**src/rtl/uart_pkg.sv**
```systemverilog
// UART transmitter shared definitions: register map, STATUS bits, FSM states.
package uart_pkg;

   localparam logic [1:0] REG_TXDATA   = 2'd0;
   localparam logic [1:0] REG_STATUS   = 2'd1;
   localparam logic [1:0] REG_BAUD_DIV = 2'd2;

   localparam int ST_FULL     = 0;
   localparam int ST_EMPTY    = 1;
   localparam int ST_BUSY     = 2;
   localparam int ST_OVERFLOW = 3;

   typedef enum logic [1:0] {
      IDLE,
      START,
      DATA,
      STOP
   } uart_tx_state_t;

endpackage

```
**src/rtl/sync_fifo.sv**
```systemverilog
// Synchronous FIFO with combinational read port; pointers carry one extra
// wrap bit so full and empty are distinguishable.
module sync_fifo #(
   parameter int WIDTH = 8,
   parameter int DEPTH = 8
) (
   input  logic             clock,
   input  logic             reset,
   input  logic             push,
   input  logic             pop,
   input  logic [WIDTH-1:0] push_data,
   output logic [WIDTH-1:0] pop_data,
   output logic             full,
   output logic             empty
);

   localparam int AW = $clog2(DEPTH);
   localparam logic [AW:0] PTR_ONE = (AW + 1)'(1);

   logic [AW:0]      wptr_q, wptr_d;
   logic [AW:0]      rptr_q, rptr_d;
   logic [WIDTH-1:0] mem_q [DEPTH];

   always_comb begin
      wptr_d = push ? wptr_q + PTR_ONE : wptr_q;
      rptr_d = pop ? rptr_q + PTR_ONE : rptr_q;
   end

   assign empty    = (wptr_q == rptr_q);
   assign full     = (wptr_q[AW] != rptr_q[AW]) &&
                     (wptr_q[AW-1:0] == rptr_q[AW-1:0]);
   assign pop_data = mem_q[rptr_q[AW-1:0]];

   always_ff @(posedge clock) begin
      if (reset) begin
         wptr_q <= '0;
         rptr_q <= '0;
      end else begin
         wptr_q <= wptr_d;
         rptr_q <= rptr_d;
      end
   end

   // Storage needs no reset; the pointers define what is valid.
   always_ff @(posedge clock) begin
      if (push) begin
         mem_q[wptr_q[AW-1:0]] <= push_data;
      end
   end

endmodule

```
**src/rtl/uart_tx.sv**
```systemverilog
// Memory-mapped 8N1 UART transmitter: register file, transmit FIFO and
// bit-timing state machine driving a registered serial line.
module uart_tx
   import uart_pkg::*;
#(
   parameter int FIFO_DEPTH       = 8,
   parameter int DIV_WIDTH        = 16,
   parameter int DEFAULT_BAUD_DIV = 16
) (
   input  logic        clock,
   input  logic        reset,
   input  logic [31:0] address,
   input  logic        read_enable,
   input  logic        write_enable,
   input  logic [31:0] write_data,
   output logic [31:0] read_data,
   output logic        tx
);

   localparam logic [DIV_WIDTH-1:0] ONE = DIV_WIDTH'(1);

   uart_tx_state_t       state_q, state_d;
   logic [DIV_WIDTH-1:0] baud_q, baud_d;
   logic [DIV_WIDTH-1:0] div_q, div_d;
   logic [DIV_WIDTH-1:0] cnt_q, cnt_d;
   logic [DIV_WIDTH-1:0] eff_div;
   logic [2:0]           idx_q, idx_d;
   logic [7:0]           shift_q, shift_d;
   logic                 tx_q, tx_d;
   logic                 ovf_q, ovf_d;

   logic       push, pop, full, empty, bit_end;
   logic [7:0] fifo_dout;
   logic       wr_txdata, wr_status, wr_baud;
   logic       unused_ok;

   assign unused_ok = ^{address, write_data};

   sync_fifo #(
      .WIDTH(8),
      .DEPTH(FIFO_DEPTH)
   ) u_fifo (
      .clock    (clock),
      .reset    (reset),
      .push     (push),
      .pop      (pop),
      .push_data(write_data[7:0]),
      .pop_data (fifo_dout),
      .full     (full),
      .empty    (empty)
   );

   always_comb begin
      wr_txdata = write_enable && (address[3:2] == REG_TXDATA);
      wr_status = write_enable && (address[3:2] == REG_STATUS);
      wr_baud   = write_enable && (address[3:2] == REG_BAUD_DIV);
      // A same-cycle pop frees a slot, so a push into a full FIFO still lands.
      push      = wr_txdata && (!full || pop);
      ovf_d     = ovf_q;
      if (wr_txdata && !push) begin
         ovf_d = 1'b1;
      end
      if (wr_status && write_data[ST_OVERFLOW]) begin
         ovf_d = 1'b0;
      end
      baud_d = wr_baud ? write_data[DIV_WIDTH-1:0] : baud_q;
   end

   always_comb begin
      read_data = '0;
      if (read_enable) begin
         unique case (address[3:2])
            REG_STATUS: begin
               read_data[ST_FULL]     = full;
               read_data[ST_EMPTY]    = empty;
               read_data[ST_BUSY]     = (state_q != IDLE);
               read_data[ST_OVERFLOW] = ovf_q;
            end
            REG_BAUD_DIV: read_data[DIV_WIDTH-1:0] = baud_q;
            default: read_data = '0;
         endcase
      end
   end

   always_comb begin
      eff_div = (baud_q == '0) ? ONE : baud_q;
      bit_end = (cnt_q == div_q - ONE);
      state_d = state_q;
      cnt_d   = cnt_q + ONE;
      div_d   = div_q;
      idx_d   = idx_q;
      shift_d = shift_q;
      tx_d    = tx_q;
      pop     = 1'b0;
      unique case (state_q)
         IDLE: begin
            cnt_d = '0;
            if (!empty) begin
               pop     = 1'b1;
               shift_d = fifo_dout;
               div_d   = eff_div;
               tx_d    = 1'b0;
               state_d = START;
            end
         end
         START: begin
            if (bit_end) begin
               cnt_d   = '0;
               div_d   = eff_div;
               idx_d   = 3'd0;
               tx_d    = shift_q[0];
               state_d = DATA;
            end
         end
         DATA: begin
            if (bit_end) begin
               cnt_d = '0;
               div_d = eff_div;
               if (idx_q == 3'd7) begin
                  tx_d    = 1'b1;
                  state_d = STOP;
               end else begin
                  idx_d = idx_q + 3'd1;
                  tx_d  = shift_q[idx_q + 3'd1];
               end
            end
         end
         STOP: begin
            if (bit_end) begin
               cnt_d = '0;
               div_d = eff_div;
               if (!empty) begin
                  pop     = 1'b1;
                  shift_d = fifo_dout;
                  tx_d    = 1'b0;
                  state_d = START;
               end else begin
                  tx_d    = 1'b1;
                  state_d = IDLE;
               end
            end
         end
         default: begin
            cnt_d   = '0;
            tx_d    = 1'b1;
            state_d = IDLE;
         end
      endcase
   end

   always_ff @(posedge clock) begin
      if (reset) begin
         state_q <= IDLE;
         baud_q  <= DIV_WIDTH'(DEFAULT_BAUD_DIV);
         div_q   <= DIV_WIDTH'(DEFAULT_BAUD_DIV);
         cnt_q   <= '0;
         idx_q   <= '0;
         shift_q <= '0;
         tx_q    <= 1'b1;
         ovf_q   <= 1'b0;
      end else begin
         state_q <= state_d;
         baud_q  <= baud_d;
         div_q   <= div_d;
         cnt_q   <= cnt_d;
         idx_q   <= idx_d;
         shift_q <= shift_d;
         tx_q    <= tx_d;
         ovf_q   <= ovf_d;
      end
   end

   assign tx = tx_q;

endmodule

```
**config.mk**
```make
export PLATFORM = sky130hd
export DESIGN_NAME = uart_tx
export DESIGN_NICKNAME = d
export VERILOG_FILES = /design/src/rtl/uart_pkg.sv /design/src/rtl/sync_fifo.sv /design/src/rtl/uart_tx.sv
export SDC_FILE = /design/constraint.sdc
export NUM_CORES = 1
export LEC_CHECK = 0
export CORE_ASPECT_RATIO = 0.5
export CORE_MARGIN = 2
export CORE_UTILIZATION = 50
export CTS_CLUSTER_DIAMETER = 50
export DETAILED_ROUTE_END_ITERATION = 10
export PLACE_DENSITY_LB_ADDON = 0.1
export SLEW_MARGIN = 0
export SYNTH_ARGS = -nofsm -noshare
export SYNTH_HDL_FRONTEND = slang
export SYNTH_SLANG_ARGS = --single-unit
```
**constraint.sdc**
```tcl
create_clock -name clock -period 4.65 [get_ports clock]
set_input_delay 0.93 -clock clock [delete_from_list [all_inputs] [get_ports clock]]
set_output_delay 0.93 -clock clock [all_outputs]
set_load 0.05 [all_outputs]
```
==> results.cfg, run 1 <==
[worst_setup_path]
critPathRequiredTime_ns = 3.72
crit_type = input pin to primary output
crit_fanout = 18
cp-end-kind = primary output
cp.arrival_ns = 3.04
start_kind = input pin

[global_route]
antenna_found_initial = 0
grt_pass1_vias = 4086
grt_pass1_wl_um = 22110
track_usage = 0.2041
grt_max_degree = 49
gr-total-overflow = 0

[sta]
worst_slack_ns = 0.6812
setup_viol = 0
finalHoldViolations = 0
tightest_slew_ns = 1.060
slew_headroom = 0.2931
tns_ns = 0
slew_viol_final = 0
worst_clock_skew_ns = 0.01014
rsz0062_at_grt = false
fmaxAchievable_ghz = 0.2520
period_needed_ns = 3.969
min_period_over_period = 0.8535

[clocking]
ctsHoldBuffers = 0
clock_sinks = 138
cts_resized = 0
cts_root_buf = clkbuf_16
clock_latency_ns = 0.41
htreeDepth = 4
cts-buffers-inserted = 17
clockBufferDepth = 2
cts_setup_buffers = 0
cts.reportedPaths.clkPinSlew_ns = 0.06
cts_tree = done

[pwr]
fin_total_pwr_w = 0.003655
peakVddDrop_uv = 242.3
power_leakage_nw = 2.822
p_per_area_nw_per_um2 = 482.2

[synthesis]
yosys_warnings = 0
synthMuxAreaShare = 0.1200
synth_compound_area_frac = 0.07205
ys_ff_latch = 138
synthArstFlopShare = 0
yosysUniqueCellTypes = 69
synth_area_um2 = 6581
synth_edf_count = 64
synth_adder_area_share = 0.02662
synthSimpleGateAreaFrac = 0.1622
avgSynthCellArea_um2 = 11.43
synthXorXnorAreaFrac = 0.05190
synth_top_family_by_area = simple AND/OR/NAND/NOR gates
synth_ff_type = dfxtp_1
synth_seq_area_share = 0.5171
synthCells = 576

[cells_and_area]
drive_gt1_frac = 0.1331
antenna_cells = 0
multi_input_area_um2 = 2908
fill_cells = 1042
syn_to_final_growth_pct = 15.17
mostFrequentLayoutCells = dfxtp_1, nor2_1, edfxtp_1
regArea_um2 = 3403
final_common_cell = dfxtp_1
nNetsFinal = 685

[die]
dieHeight_um = 85.13
fp.dieW_um = 166.3
dieArea_um2 = 14150
io_pins = 101
initial_utilization = 0.5153
placementRows = 29
fp.coreArea_um2 = 12770

[drt]
vias_per_cell = 5.501
drtIter0Drc = 376
wl_per_cell_um = 17.53
postRouteAntennaNets = 0
drcViolationCount = 0
vias = 4324
firstDrtPassIters = 4
drt-total-wl_um = 13780

[placement]
io_buffers = 38
gp_congestion = 0.8264
place.detailed.hpwl_um = 9130
dp_slack_ns = 0.6947

[outcome]
status = complete, no violations

[job]
maxCapViolCount = 0

[min_path]
worstHoldPathType = flip-flop to flip-flop
-- cells by family (layout without fill, tap and decap cells) --
kind of cell,after synthesis,in the layout
adder cells (fa/ha/maj),14,14
other,1,16
XOR/XNOR,39,39
AND/OR/NAND/NOR,206,206
buffers and inverters,61,86
AO/OA/AOI/OAI,62,62
multiplexers,55,55
flip-flops,138,138
-- synthesized netlist by cell type (all sizes together), types with 2 or more instances --
cell type	count	share of area
nand4	7	0.0067
and3	18	0.017
xnor2	23	0.031
inv	14	0.0084
nand3b	3	0.0034
or2	2	0.0019
nor3	10	0.0084
mux2i	26	0.040
a311oi	2	0.0027
mux4	18	0.062
o21ai	7	0.0065
nor4	7	0.0099
and4b	3	0.0046
edfxtp	64	0.29
and4bb	2	0.0038
ha	14	0.027
nor3b	2	0.0023
or4	3	0.0040
clkbuf	19	0.011
nand4b	2	0.0027
mux2	11	0.019
nand3	17	0.013
nor2b	5	0.0048
and2	2	0.0019
a211o	4	0.0053
dfxtp	74	0.23
xor2	16	0.021
nor2	67	0.038
nand2b	6	0.0057
a211oi	6	0.011
buf	28	0.030
nand2	43	0.026
a22oi	5	0.0057
or3	4	0.0042
a21oi	24	0.020
-- stage by stage --
stage / utilization / hold slack [ns] / area, um2 / std cells
after floorplan: - / 0.4356 / 6638 / 591
after global placement: 0.5457 / 0.4445 / 6969 / 754
after detailed placement: 0.5457 / 0.4518 / 6969 / 754
after CTS: 0.5935 / 0.4631 / 7580 / 786
after global routing: 0.5935 / 0.4900 / 7580 / 786
final: 0.5935 / 0.4578 / 7580 / 786
-- metal layers --
layer,part of all wire,GRT usage
met5,0,0
met1,0.48,0.2837
met2,0.46,0.3248
met4,0.012,0.05956
met3,0.042,0.04711
-- worst max-delay path, cell delays in order --
cell and delay [ns]:
clkdlybuf4s50_1 0.44, inv_1 0.10, ha_1 0.46, a22oi_1 0.16
nor2_1 0.12, clkdlybuf4s50_1 0.81
-- cell type report --
class                   count  share of cell area
flip-flops and latches    138              0.4490
repair buffers             40             0.05150
multi-input cells         392              0.3836
inverters                  14            0.007263
well taps                 170             0.02806
clock inverters            14             0.02394
clock buffers              18             0.05662
-- power breakdown --
group / switching, W / total [W] / internal (W)
registers: 0.0000643 / 0.00139 / 0.00133
logic: 0.000475 / 0.000836 / 0.000361
clock network: 0.000566 / 0.00142 / 0.000859
total: 0.00110 / 0.00365 / 0.00255
-- sequential cells by signal, indices dropped and copies added, names as in the netlist, named ones only --
name	flops
shift_q	8
tx	1
idx_q	3
ovf_q	1
u_fifo.mem_q	64
baud_q	16
u_fifo.wptr_q	4
div_q	16
cnt_q	16
u_fifo.rptr_q	4
state_q	2
-- worst paths after layout --
path | startpoint | to | slack, ns | cells past startpoint
min | idx_q[2]$_SDFFE_PP0P_ | idx_q[2]$_SDFFE_PP0P_ | 0.46 | 2
min reg2reg | idx_q[2]$_SDFFE_PP0P_ | idx_q[2]$_SDFFE_PP0P_ | 0.46 | 2
max | address[2] | read_data[0] | 0.68 | 6
max reg2reg | div_q[0]$_SDFFE_PP0P_ | u_fifo.mem_q[6][2]$_DFFE_PP_ | 0.79 | 10
Power figures use the tool's default switching activity.
==> run 2: changes to the inputs <==
Settings changed: ABC_AREA set to 0, ABC_CLOCK_PERIOD_IN_PS set to 4650, CAP_MARGIN set to 20.
==> results of run 2 <==
Same layout as run 1: the final DEF is identical, and so are final timing and power.
